[config.mk]
export PLATFORM = sky130hd
export DESIGN_NAME = sub_serial
export DESIGN_NICKNAME = d
export VERILOG_FILES = /design/src/rtl/sub_serial.sv
export SDC_FILE = /design/constraint.sdc
export NUM_CORES = 1
export LEC_CHECK = 0
export ABC_AREA = 1
export BUFFER_PORTS_ARGS = -buffer_cell sky130_fd_sc_hd__buf_4
export CELL_PAD_IN_SITES_DETAIL_PLACEMENT = 1
export CELL_PAD_IN_SITES_GLOBAL_PLACEMENT = 1
export CORE_MARGIN = 1.5
export CORE_UTILIZATION = 34
export CTS_CLUSTER_DIAMETER = 150
export DETAILED_ROUTE_END_ITERATION = 10
export PLACE_DENSITY = 0.79
export SLEW_MARGIN = 40
export SYNTH_ARGS = -nofsm -noshare
export SYNTH_HDL_FRONTEND = slang
export SYNTH_SLANG_ARGS = --single-unit
[constraint.sdc]
create_clock -name clk -period 1.14 [get_ports clk]
set_clock_uncertainty 0.15 [all_clocks]
set_input_delay 0.342 -clock clk [delete_from_list [all_inputs] [get_ports clk]]
set_output_delay 0.342 -clock clk [all_outputs]
set_load 0.02 [all_outputs]
[src/rtl/sub_serial.sv]
// Bit-serial a - b - bin, LSB first; result valid WIDTH+1 cycles after an accepted start.
// No backpressure: start is only sampled in IDLE or DONE and is ignored while busy.
module sub_serial #(
    parameter int WIDTH = 4
) (
    input  logic             clk,
    input  logic             rst_n,
    input  logic             start,
    input  logic [WIDTH-1:0] a,
    input  logic [WIDTH-1:0] b,
    input  logic             bin,
    output logic             busy,
    output logic             done,
    output logic [WIDTH-1:0] diff,
    output logic             bout
);

    localparam int CW = (WIDTH > 2) ? $clog2(WIDTH) : 1;
    localparam logic [CW-1:0] LAST = CW'(WIDTH - 1);

    typedef enum logic [1:0] {
        IDLE = 2'd0,
        RUN  = 2'd1,
        DONE = 2'd2
    } state_t;

    state_t           state;
    logic [WIDTH-1:0] a_sh;
    logic [WIDTH-1:0] b_sh;
    logic [WIDTH-1:0] res;
    logic [CW-1:0]    cnt;
    logic             br;

    logic             d;
    logic             br_nxt;
    logic [WIDTH-1:0] res_nxt;

    // Operands shift right, so bit 0 of each shift register is always the bit under work.
    always_comb begin
        d       = a_sh[0] ^ b_sh[0] ^ br;
        br_nxt  = (~a_sh[0] & b_sh[0]) | (~(a_sh[0] ^ b_sh[0]) & br);
        res_nxt = {d, res[WIDTH-1:1]};
    end

    always_ff @(posedge clk) begin
        if (!rst_n) begin
            state <= IDLE;
            a_sh  <= '0;
            b_sh  <= '0;
            res   <= '0;
            cnt   <= '0;
            br    <= 1'b0;
            busy  <= 1'b0;
            done  <= 1'b0;
            diff  <= '0;
            bout  <= 1'b0;
        end else begin
            case (state)
                IDLE, DONE: begin
                    done <= 1'b0;
                    if (start) begin
                        a_sh  <= a;
                        b_sh  <= b;
                        br    <= bin;
                        res   <= '0;
                        cnt   <= '0;
                        state <= RUN;
                        busy  <= 1'b1;
                    end else begin
                        state <= IDLE;
                        busy  <= 1'b0;
                    end
                end
                RUN: begin
                    a_sh <= a_sh >> 1;
                    b_sh <= b_sh >> 1;
                    br   <= br_nxt;
                    res  <= res_nxt;
                    cnt  <= cnt + 1'b1;
                    // Outputs update only here, so diff/bout never expose a partial result.
                    if (cnt == LAST) begin
                        state <= DONE;
                        busy  <= 1'b0;
                        done  <= 1'b1;
                        diff  <= res_nxt;
                        bout  <= br_nxt;
                    end
                end
                default: begin
                    state <= IDLE;
                    busy  <= 1'b0;
                    done  <= 1'b0;
                end
            endcase
        end
    end

endmodule

---- Word-level counts from Yosys, hierarchy flattened ----
Index checks and enable logic that the tools add are counted.
storage, ports and cells
  register bits after elaboration ......... 24
  input port bits ......................... 12
  output and inout bits ................... 7
  word-level logic and storage cells ...... 45
cells by class
  add/sub/neg operators ................... 1
  eq/ne operators ......................... 5
  multiplexer cells ....................... 16
  bitwise gates (word level) .............. 7
  reduce and logical (&&, ||, !) cells .... 6
operator list
  cell                                                              count
  4-bit case mux with 2 select lines                                3
  4-bit two-way mux                                                 3
  2-bit case mux with 2 select lines                                2
  2-bit AND reduction                                               3
  2-bit == test (second input constant)                             2
  1-bit two-way mux                                                 4
  2-bit two-way mux                                                 2
  2-bit inequality test (second input constant)                     2
  1-bit case mux with 2 select lines                                2
  2-bit by 1-bit adder with 2-bit output (second input constant)    1
  1-bit bitwise AND                                                 2
  2-bit by 1-bit == test with 1-bit output (second input constant)  1
  2-bit logical NOT                                                 1
  1-bit inverter                                                    2
  2-bit nonzero test                                                1
  2-bit OR reduction                                                1
  1-bit XOR                                                         2
  1-bit bitwise OR                                                  1

---- Depth between registers and ports, before layout ----
  word-level depth ........................ 5
  gate-level depth with buffers ........... 6

---- Least setup slack after synthesis ----
OpenSTA, ideal clock, no wires.
  path kind ............................... flip-flop to flip-flop
  start point ............................. reg b_sh[0]
  end point ............................... reg br
  data arrival time ....................... 1,020 ps
  slack ................................... -93 ps
  cell stages (with the launch flop) ...... 7
  clock period less this slack ............ 1,233 ps
  cells stage by stage .................... dfxtp_1 > inv_1 > fa_1 > nand3b_1 > nand2_1 > nor2_1 > nor2_1
between the ends
  cells in the longest elaborated chain, start to end .. 5
  elaborated cells between the ends (all ways) .. 6
RTL lines
  element                                 line  text
  start: declaration                      29    logic [WIDTH-1:0] b_sh;
  start signal: assignment                76    b_sh <= b_sh >> 1;
  1-bit XOR                               41    br_nxt = (~a_sh[0] & b_sh[0]) | (~(a_sh[0] ^ b_sh[0]) & br);
  1-bit inverter                          41
  1-bit bitwise AND                       41
  1-bit bitwise OR (*)                    41
  1-bit case mux with 2 select lines (*)  58    case (state)
  end signal: assignment                  64    br <= bin;
  end signal: assignment                  77    br <= br_nxt;
  end: declaration                        32    logic br;
Every way passes the cells marked *; elsewhere a longest branch is shown, timed or not.
A chain may end at the register's enable or synchronous reset.

---- Worst setup path after layout ----
  start point ............................. reg state[0]
  end point ............................... reg a_sh[0]
between the ends
  cells in the longest elaborated chain, start to end .. 4
  elaborated cells between the ends (all ways) .. 8
RTL lines
  element                                                                line  text
  start: declaration                                                     27    state_t state;
  start signal: assignment                                               47    state <= IDLE;
  start signal: assignment                                               67    state <= RUN;
  start signal: assignment                                               70    state <= IDLE;
  2-bit == test or 2-bit logical NOT (tied branches)                     58
  2-bit OR reduction                                                     58
  2-bit inequality test (no line) or 2-bit nonzero test (tied branches)  n/a
  2-bit AND reduction (no line)                                          n/a
  end signal: assignment                                                 75    a_sh <= a_sh >> 1;
  end: declaration                                                       28    logic [WIDTH-1:0] a_sh;
Several ways; a longest one is shown, not always the timed one.

==> run metrics <==
port buffer count=18; period utilization=1.193; initial core utilization=0.3622; Req. time, crit path=1.20 ns; clk slew on worst S/H paths=0.14 ns; Setup-failing EPs final=29; Worst Hold Depth=3; Die Span Y=57.67 um; # diodes=0; Max FO, Critical Path=6; Area contributors post-synth=dfxtp_1 (45%), nand3_1 (9.4%), nand2_1 (8.9%); post-route worst setup slack=-0.2202 ns; hold_buf cts=0; Fin. Hold Viols=0; layout cell share with drive strength beyond 1=0.5690; Setup CP Type=reg2reg; antenna violations before repair=0; Final Hold Slack=0.09540 ns; clock buffer depth=2; routed wire length=3491 um; largest net degree at the start of global routing=18; Seq/Total Area, Yosys=0.4532; drt first-iter violations=30; Nets=189; final max-slew violation count=0; Arrival @ worst endpoint=1.42 ns; # IOs=19; Avg WL per Cell=17.03 um; PD cells=1071 mW/mm^2; via count of the first global-routing pass=1145; Post-synth EDFFs=0; Post-Route Setup TNS=-3.268 ns; synth warn=0; number of H-tree levels=1; drt drc=2; VDD IR max=0.0006175 V; num rows=19; slew margin rel.=0.8199; Post-Syn Instances=131; FMAX=735.2 MHz; Num CTS Buffers=3; via count=1045; syn_area_per_cell=7.756 sq um; first-pass GRT wire length=5306 um; Worst Reg-to-Reg Cells=6; total power=0.001775 W; outcome=finished, violations left; CTS Sinks=23; #FFs+latches synth=23; post-synthesis cell area=0.001016 sq mm; vias per inst=5.098; remaining global-route overflow=0; post-synth top area cell=dfxtp_1; Root Driver=clkbuf_4; DRT antenna net count=0; CP Launch Type=flip-flop; Primary FF master, synth=dfxtp_1; Initial DRT Pass Iterations=7; unrepaired setup endpoints after global routing=true; CTS tree=done; syn nets=145; Worst Max-Slew Pin Slew=0.2680 ns; share of Yosys cell area claimed by the top area cell type=0.4532; Die Span X=57.67 um; dpl ws=-0.1605 ns; clk_lat worst skew=0.31 ns; die area=0.003325 sq mm; Layout area overhead=63.18%; Pleak=0.7336 nW; most frequent cell after synthesis=nand2_1; Async SR Flop Fraction=0; failing checks=DRC, setup timing; core footprint=0.002805 sq mm; Synth cell types=24; dpl hpwl=1967 um; Setup crit end kind=flip-flop; Tot GR Track Use=0.2056; most frequent cells after synthesis=nand2_1 (24), dfxtp_1 (23), nand3_1 (19); Period minus WS final=1.360 ns; Tightest Hold Check Type=in2reg; Final Wtd Congestion=0.7705; max-capacitance violation count=0
## routing by layer
metal,up-vias,part of all wire,global-route usage
met5,-,0,0
met4,0,0.023,0.07641
met3,8,0.021,0.02009
met2,29,0.54,0.3815
met1,507,0.42,0.2430
li1,501,-,-
## cells in the final DEF, fill, tap and decap left out
| cell | instances |
|---|---|
| a21oi_1 | 1 |
| a21oi_2 | 3 |
| buf_12 | 2 |
| buf_16 | 1 |
| buf_4 | 28 |
| buf_6 | 12 |
| buf_8 | 1 |
| clkbuf_4 | 3 |
| clkinvlp_4 | 1 |
| dfxtp_1 | 10 |
| dfxtp_2 | 12 |
| dfxtp_4 | 1 |
| fa_2 | 1 |
| ha_4 | 1 |
| inv_1 | 12 |
| inv_2 | 5 |
| inv_6 | 1 |
| nand2_1 | 13 |
| nand2_2 | 7 |
| nand2_4 | 5 |
| nand2_8 | 3 |
| nand3_1 | 14 |
| nand3_2 | 5 |
| nand3b_1 | 1 |
| nor2_1 | 12 |
| nor2_4 | 4 |
| nor3_1 | 6 |
| o21a_1 | 1 |
| o21ai_0 | 3 |
| o21ai_2 | 1 |
| o21ai_4 | 1 |
| o21bai_1 | 1 |
| o22ai_1 | 1 |
| o22ai_2 | 1 |
## area by class of cell
type / count / area [sq um]
fill: 329 / 1147
multi-input combinational: 85 / 609.3
sequential: 23 / 479.2
timing repair buffer: 44 / 427.9
inverter: 18 / 72.57
tap: 31 / 38.79
clock buffer: 3 / 22.52
clock inverter: 1 / 7.507
## flip-flops by register name, indices dropped and copies added, names as in the netlist
signal and count:
cnt 2, br 1, bout 1, busy 1
a_sh 4, done 1, diff 4, b_sh 4
res 3, state 2
## where the power goes
| group | leakage [nW] | switching, W | internal, W |
|---|---|---|---|
| clock network | 0.0139 | 0.000266 | 0.000134 |
| logic | 0.526 | 0.000264 | 0.000229 |
| registers | 0.194 | 0.0000303 | 0.000853 |
## worst paths after layout
check	start	to	slack [ns]
max	state[0]$_SDFFE_PN0P_	a_sh[0]$_SDFFE_PN0P_	-0.22
min	a[2]	a_sh[2]$_SDFFE_PN0P_	0.1
max reg2reg	state[0]$_SDFFE_PN0P_	a_sh[0]$_SDFFE_PN0P_	-0.22
min reg2reg	busy$_SDFFE_PN0P_	busy$_SDFFE_PN0P_	0.33
## through the flow
stage,std cells,utilization,area [sq um]
floorplan,131,-,1035
global placement,189,0.4572,1282
detailed placement,189,0.4572,1282
CTS,201,0.5508,1545
global route,205,0.5910,1658
finish,205,0.5910,1658
## cell families after synthesis
group / Yosys count / share of synthesized area
DFF: 23 / 0.4532
and+or+nand+nor: 70 / 0.3202
adders and majority gates: 2 / 0.03202
AOI/OAI and AO/OA: 13 / 0.08498
buffers and inverters: 23 / 0.1096
## critical path, stage by stage (launching register included)
cell and delay [ns]:
dfxtp_4 0.39, inv_6 0.08, nor2_4 0.06, buf_4 0.15, buf_16 0.13, nor3_1 0.22
nor2_1 0.08
## what timing repair did
item	4_1_cts	5_1_grt
buffers inserted	7	4
endpoints found under the setup margin	30	30
pin swaps	6	6
gates resized for setup	44	20
cloned	1	0
Power figures use the tool's default switching activity.
